`src/rtl/fpaddsub_pkg.sv`:
```
// Shared constants for the FP add/sub rounding/packing stage.
// Rounding-mode encoding, default field widths and special-value patterns.
package fpaddsub_pkg;

  localparam int DEF_EXP_W = 8;
  localparam int DEF_MAN_W = 23;

  typedef enum logic [1:0] {
    RM_RNE = 2'b00,
    RM_RTZ = 2'b01,
    RM_RUP = 2'b10,
    RM_RDN = 2'b11
  } rmode_e;

  // Patterns are built in 64 bits; callers size-cast to EXP_W+MAN_W+1.
  function automatic logic [63:0] infPattern(input logic sgn, input int expW, input int manW);
    logic [63:0] expOnes;
    expOnes = (64'd1 << expW) - 64'd1;
    return ({63'd0, sgn} << (expW + manW)) | (expOnes << manW);
  endfunction

  function automatic logic [63:0] maxFinitePattern(input logic sgn, input int expW, input int manW);
    logic [63:0] expMax;
    logic [63:0] manOnes;
    expMax  = (64'd1 << expW) - 64'd2;
    manOnes = (64'd1 << manW) - 64'd1;
    return ({63'd0, sgn} << (expW + manW)) | (expMax << manW) | manOnes;
  endfunction

endpackage

```
`src/rtl/fpaddsub_round_core.sv`:
```
// Combinational round-up decision and mantissa increment.
// mInc carries one extra bit so a mantissa carry-out is visible to the exponent logic.
module fpaddsub_round_core
  import fpaddsub_pkg::*;
#(
  parameter int MAN_W = DEF_MAN_W
) (
  input  rmode_e           rmode,
  input  logic             sgn,
  input  logic [MAN_W-1:0] m,
  input  logic             g,
  input  logic             r,
  input  logic             s,
  output logic             roundUp,
  output logic [MAN_W:0]   mInc
);

  logic inexact;

  assign inexact = g | r | s;

  always_comb begin
    // NOTE: default assignment first so no path through the case leaves roundUp unassigned (no latch).
    roundUp = 1'b0;
    case (rmode)
      RM_RNE:  roundUp = g & (r | s | m[0]);
      RM_RTZ:  roundUp = 1'b0;
      RM_RUP:  roundUp = ~sgn & inexact;
      RM_RDN:  roundUp = sgn & inexact;
      default: roundUp = 1'b0;
    endcase
  end

  assign mInc = {1'b0, m} + {{MAN_W{1'b0}}, roundUp};

endmodule

```
`src/rtl/fpaddsub_round_pipe.sv`:
```
// Two-stage round-and-pack pipeline with valid/ready back-pressure.
// Stage 1 holds the normaliser outputs; stage 2 is the packed result register.
module fpaddsub_round_pipe
  import fpaddsub_pkg::*;
#(
  parameter int EXP_W = DEF_EXP_W,
  parameter int MAN_W = DEF_MAN_W
) (
  input  logic                   clk,
  input  logic                   rst,
  input  logic                   in_valid,
  output logic                   in_ready,
  input  logic                   in_zero_sum,
  input  logic                   in_sgn,
  input  logic [EXP_W:0]         in_norm_e,
  input  logic [MAN_W-1:0]       in_norm_m,
  input  logic                   in_g,
  input  logic                   in_r,
  input  logic                   in_s,
  input  logic                   in_sa,
  input  logic                   in_sb,
  input  logic                   in_ctrl,
  input  logic [1:0]             in_rmode,
  output logic                   out_valid,
  input  logic                   out_ready,
  output logic [EXP_W+MAN_W:0]   out_z,
  output logic                   out_eof,
  output logic                   out_inexact
);

  localparam int W = EXP_W + MAN_W + 1;

  logic s1Valid, s2Valid;
  logic s1Adv, s2Adv;

  logic             s1Zero, s1Sgn, s1G, s1R, s1S, s1Sa, s1Sb, s1Ctrl;
  rmode_e           s1Rmode;
  logic [EXP_W:0]   s1NormE;
  logic [MAN_W-1:0] s1NormM;

  logic             resSgn;
  logic             roundUp;
  logic [MAN_W:0]   mInc;
  logic             carry;
  logic [MAN_W-1:0] manRnd;
  logic [EXP_W:0]   expAdj;
  logic             ovf;
  logic             toInf;
  logic [W-1:0]     zNext;
  logic             eofNext, inexNext;

  // in_ready depends combinationally on out_ready so a full pipe can shift in one cycle.
  assign s2Adv    = ~s2Valid | out_ready;
  assign s1Adv    = ~s1Valid | s2Adv;
  assign in_ready = s1Adv;
  assign out_valid = s2Valid;

  always_ff @(posedge clk or posedge rst) begin
    if (rst) begin
      // NOTE: sequential state uses non-blocking assignments so every register samples pre-edge values.
      s1Valid     <= 1'b0;
      s2Valid     <= 1'b0;
      out_z       <= '0;
      out_eof     <= 1'b0;
      out_inexact <= 1'b0;
    end else begin
      if (s1Adv) s1Valid <= in_valid;
      if (s2Adv) s2Valid <= s1Valid;
      if (s2Adv && s1Valid) begin
        out_z       <= zNext;
        out_eof     <= eofNext;
        out_inexact <= inexNext;
      end
    end
  end

  // NOTE: stage-1 payload has no reset; s1Valid qualifies it, so only the valid bits need clearing.
  always_ff @(posedge clk) begin
    if (s1Adv && in_valid) begin
      s1Zero  <= in_zero_sum;
      s1Sgn   <= in_sgn;
      s1NormE <= in_norm_e;
      s1NormM <= in_norm_m;
      s1G     <= in_g;
      s1R     <= in_r;
      s1S     <= in_s;
      s1Sa    <= in_sa;
      s1Sb    <= in_sb;
      s1Ctrl  <= in_ctrl;
      s1Rmode <= rmode_e'(in_rmode);
    end
  end

  // An exact zero under effective subtraction is -0 only when rounding toward -inf.
  always_comb begin
    resSgn = s1Sgn;
    if (s1Zero) resSgn = (s1Sa ^ s1Sb ^ s1Ctrl) ? (s1Rmode == RM_RDN) : s1Sa;
  end

  fpaddsub_round_core #(
    .MAN_W (MAN_W)
  ) u_round_core (
    .rmode   (s1Rmode),
    .sgn     (resSgn),
    .m       (s1NormM),
    .g       (s1G),
    .r       (s1R),
    .s       (s1S),
    .roundUp (roundUp),
    .mInc    (mInc)
  );

  assign carry  = mInc[MAN_W];
  assign manRnd = carry ? '0 : mInc[MAN_W-1:0];
  assign expAdj = s1NormE + {{EXP_W{1'b0}}, carry};
  assign ovf    = expAdj[EXP_W] | (&expAdj[EXP_W-1:0]);
  assign toInf  = (s1Rmode == RM_RNE) |
                  ((s1Rmode == RM_RUP) & ~resSgn) |
                  ((s1Rmode == RM_RDN) & resSgn);

  always_comb begin
    zNext    = '0;
    eofNext  = 1'b0;
    inexNext = 1'b0;
    if (s1Zero) begin
      zNext = {resSgn, {(W-1){1'b0}}};
    end else begin
      inexNext = s1G | s1R | s1S;
      if (ovf) begin
        eofNext = 1'b1;
        zNext   = toInf ? W'(infPattern(resSgn, EXP_W, MAN_W))
                        : W'(maxFinitePattern(resSgn, EXP_W, MAN_W));
      end else begin
        zNext = {resSgn, expAdj[EXP_W-1:0], manRnd};
      end
    end
  end

endmodule
```
`config.mk`:
```
export PLATFORM = sky130hd
export DESIGN_NAME = fpaddsub_round_pipe
export DESIGN_NICKNAME = d
export VERILOG_FILES = /design/src/rtl/fpaddsub_pkg.sv /design/src/rtl/fpaddsub_round_core.sv /design/src/rtl/fpaddsub_round_pipe.sv
export SDC_FILE = /design/constraint.sdc
export NUM_CORES = 1
export LEC_CHECK = 0
export ABC_AREA = 0
export CAP_MARGIN = 20
export CORE_AREA = 2 2 91 84
export CTS_CLUSTER_SIZE = 25
export DETAILED_ROUTE_END_ITERATION = 8
export DIE_AREA = 0 0 93 86
export GPL_TIMING_DRIVEN = 0
export PLACE_DENSITY = 0.77
export SLEW_MARGIN = 20
export SYNTH_ARGS = -nofsm -noshare
export SYNTH_HDL_FRONTEND = slang
export SYNTH_SLANG_ARGS = --single-unit
```
`constraint.sdc`:
```
create_clock -name clk -period 4.3 [get_ports clk]
set_input_delay 0.645 -clock clk [delete_from_list [all_inputs] [get_ports clk]]
set_output_delay 0.645 -clock clk [all_outputs]
set_load 0.02 [all_outputs]
```
==> results.toml <==
[outcome]
status = "finished, final reports clean"

[layout]
utilization_pct = 67.0
n_antenna_cell = 0
final_cell_area_mm2 = 0.00467
stdcell_count = 461
num-nets-final = 414
final_cell_mix = "clkdlybuf4s50_1 (81), edfxtp_1 (42), dfrtp_1 (36)"
area_delta_synth_final_pct = 35.2
drive_above_1_share_pct = 10.3
layout_commonest_cell = "clkdlybuf4s50_1"

[floorplan]
start_util_pct = 49.6
io_pins = 82
die_y_um = 86
core_mm2 = 0.00697
die_w_um = 93
die-area_mm2 = 0.00800
rows = 29

[power]
power.total_mw = 1.83
ir_worst_vdd_uv = 229
power_per_cell_area_mw_per_mm2 = 393
p_leak_nw = 1.82

[logic_synthesis]
syn-cell-area_mm2 = 0.00345
ys_warn_count = 0
synth_top_flop_cell = "edfxtp_1"
synth_nets = 319
avgSynthCellArea_um2 = 12.9
synthArstFlopShare_pct = 46.2
ys_ff_latch = 78
synth_edf_count = 42
ys_seq_area_share_pct = 62.6
syn_inst = 268
ys_types = 42

[critical_path]
worstSetupEndpointType = "flip-flop"
reg2reg_depth = 20
crit_path_end = "out_z[18]"
cp_data_required_time_ns = 4.54
r2r-start = "s1Zero"
worstReg2RegEnd = "out_z[18]"
cp-startpoint = "s1Zero"
cp.arrival_ns = 4.26
crit_fanout = 11
critPathKind = "reg -> reg"
reg2reg_slack_ns = 0.28
crit_path_start_kind = "flip-flop"

[detailed_routing]
drt_iter0_markers = 70
ant_nets = 0
via_per_inst = 5.26
route.detailed.drc = 0
via_count = 2424
wire_per_inst_um = 15.5
drt_wl_total_um = 7150
firstDrtPassIters = 4

[clocking]
clockBufferDepth = 2
clkTransAtPathRegs_ns = 0.08
cts-root-buf = "clkbuf_8"
cts_tree = "built"
numCtsBuffers = 9
clk-insertion-delay-late_ns = 0.35
htree_levels = 3
cts.sink_count = 78
ctsHoldBuffers = 0

[timing]
worst_pin_slew_ns = 0.726
fin_ws_ns = 0.278
period_share_pct = 93.5
finalHoldViolations = 0
finalSetupTns_ns = 0
hold_ws_ns = 0.478
drv_slew = 0
fmax_mhz = 249
setup_viol = 0
fin_skew_ns = 0.0149
max-slew-margin-rel_pct = 51.5
fin_crit_ns = 4.02

[worst_hold_path]
hp-class = "reg -> reg"
min_delay_path_depth = 1

[global_route]
grt_pass1_vias = 2395
gr-total-overflow = 0
grt.total_usage_pct = 19.2
antenna_found_initial = 0
grt_max_degree = 37
grt_pass1_wl_um = 11600

[place]
place_congestion = 0.786
placed_cell_area_mm2 = 0.00440
place_hpwl_um = 5310
dp_cells = 443
pre_cts_ws_ns = -0.466
portBuffers = 81

[flow_run]
maxCapViolCount = 0
==> registers in the layout, indices dropped and copies added (netlist names), 2 cells and up <==
| signal | cells |
|---|---|
| out_z | 32 |
| s1NormE | 9 |
| s1NormM | 23 |
| s1Rmode | 2 |
==> worst min-delay path by stage <==
| stage | startpoint | endpoint |
|---|---|---|
| finish | out_z[29] | out_z[29] |
| global route | out_z[28] | out_z[28] |
| CTS | out_inexact | out_inexact |
| detailed placement | out_z[28] | out_z[28] |
| global placement | out_z[27] | out_z[27] |
| floorplan | s1Valid | out_valid |
==> report_power, final <==
part	total, mW	switching, mW	internal [mW]
combinational	0.371	0.177	0.194
sequential	0.931	0.0570	0.874
clock	0.530	0.253	0.277
total	1.83	0.486	1.35
==> timing repair <==
action	CTS	global route
endpoints found under the setup margin	28	28
buffers inserted	2	1
resized for setup	1	8
pin swaps	2	6
==> routing by layer <==
layer / global-route usage [%] / part of all wire [%] / wire [µm]
met5: 0 / 0 / 0
met1: 23.5 / 42 / 2990
met4: 9.22 / 2.0 / 146
met3: 4.92 / 5.0 / 361
met2: 32.0 / 51 / 3650
==> worst max-delay path: stages, from the launching register on <==
cell and delay (ns):
edfxtp_1 0.59, o21ai_0 0.15, o2bb2ai_1 0.19, ha_1 0.25, nor2_1 0.10, nand2_1 0.05, o21ai_0 0.09, ha_2 0.24
nand4_1 0.16, nor3_4 0.18, and3_4 0.23, buf_6 0.16, ha_4 0.16, and4_1 0.24, nand3_1 0.12, xor2_2 0.18
o31a_1 0.21, buf_6 0.15, buf_4 0.16, o21ai_1 0.09, a22o_1 0.20
==> Yosys cell counts (2+ instances only) <==
master | count | area [µm²]
buf_4 | 4 | 30.0
dfrtp_1 | 36 | 901
o31ai_1 | 2 | 15.0
a21o_1 | 4 | 30.0
and4_1 | 4 | 35.0
and2_1 | 2 | 12.5
nand3_1 | 11 | 55.1
and3_1 | 3 | 18.8
a211oi_1 | 3 | 22.5
xor2_1 | 17 | 149
buf_1 | 2 | 7.51
a21oi_1 | 3 | 15.0
ha_1 | 5 | 62.6
inv_1 | 6 | 22.5
nand2b_1 | 3 | 18.8
nor2b_1 | 3 | 18.8
clkbuf_1 | 3 | 11.3
xnor2_1 | 9 | 78.8
nand2_1 | 24 | 90.1
nor3_2 | 2 | 20.0
nand4_1 | 8 | 50.1
a31oi_1 | 3 | 18.8
nor2_1 | 5 | 18.8
a22o_1 | 27 | 236
edfxtp_1 | 42 | 1260
o21ai_0 | 9 | 45.0
o21ai_1 | 9 | 45.0
nor3_1 | 2 | 10.0
o31a_1 | 2 | 17.5
buf_2 | 3 | 15.0
==> logic make-up after synthesis <==
family                   Yosys count  share of synthesized area (%)
flip-flops                        78                           62.6
XOR/XNOR                          27                           7.07
adder cells (fa/ha/maj)            5                           1.81
multiplexers                       1                          0.326
AO/OA/AOI/OAI                     67                           14.2
AND/OR/NAND/NOR                   71                           11.2
buffers and inverters             19                           2.83
==> final cells by class <==
cell class	count	area (µm²)
clock inverter	2	13.8
sequential	78	2160
fill	526	2300
buffer	12	78.8
multi-input combinational	171	1230
clock buffer	14	184
timing repair buffer	85	853
inverter	6	22.5
tap	93	116
(Power assumes the default switching activity.)
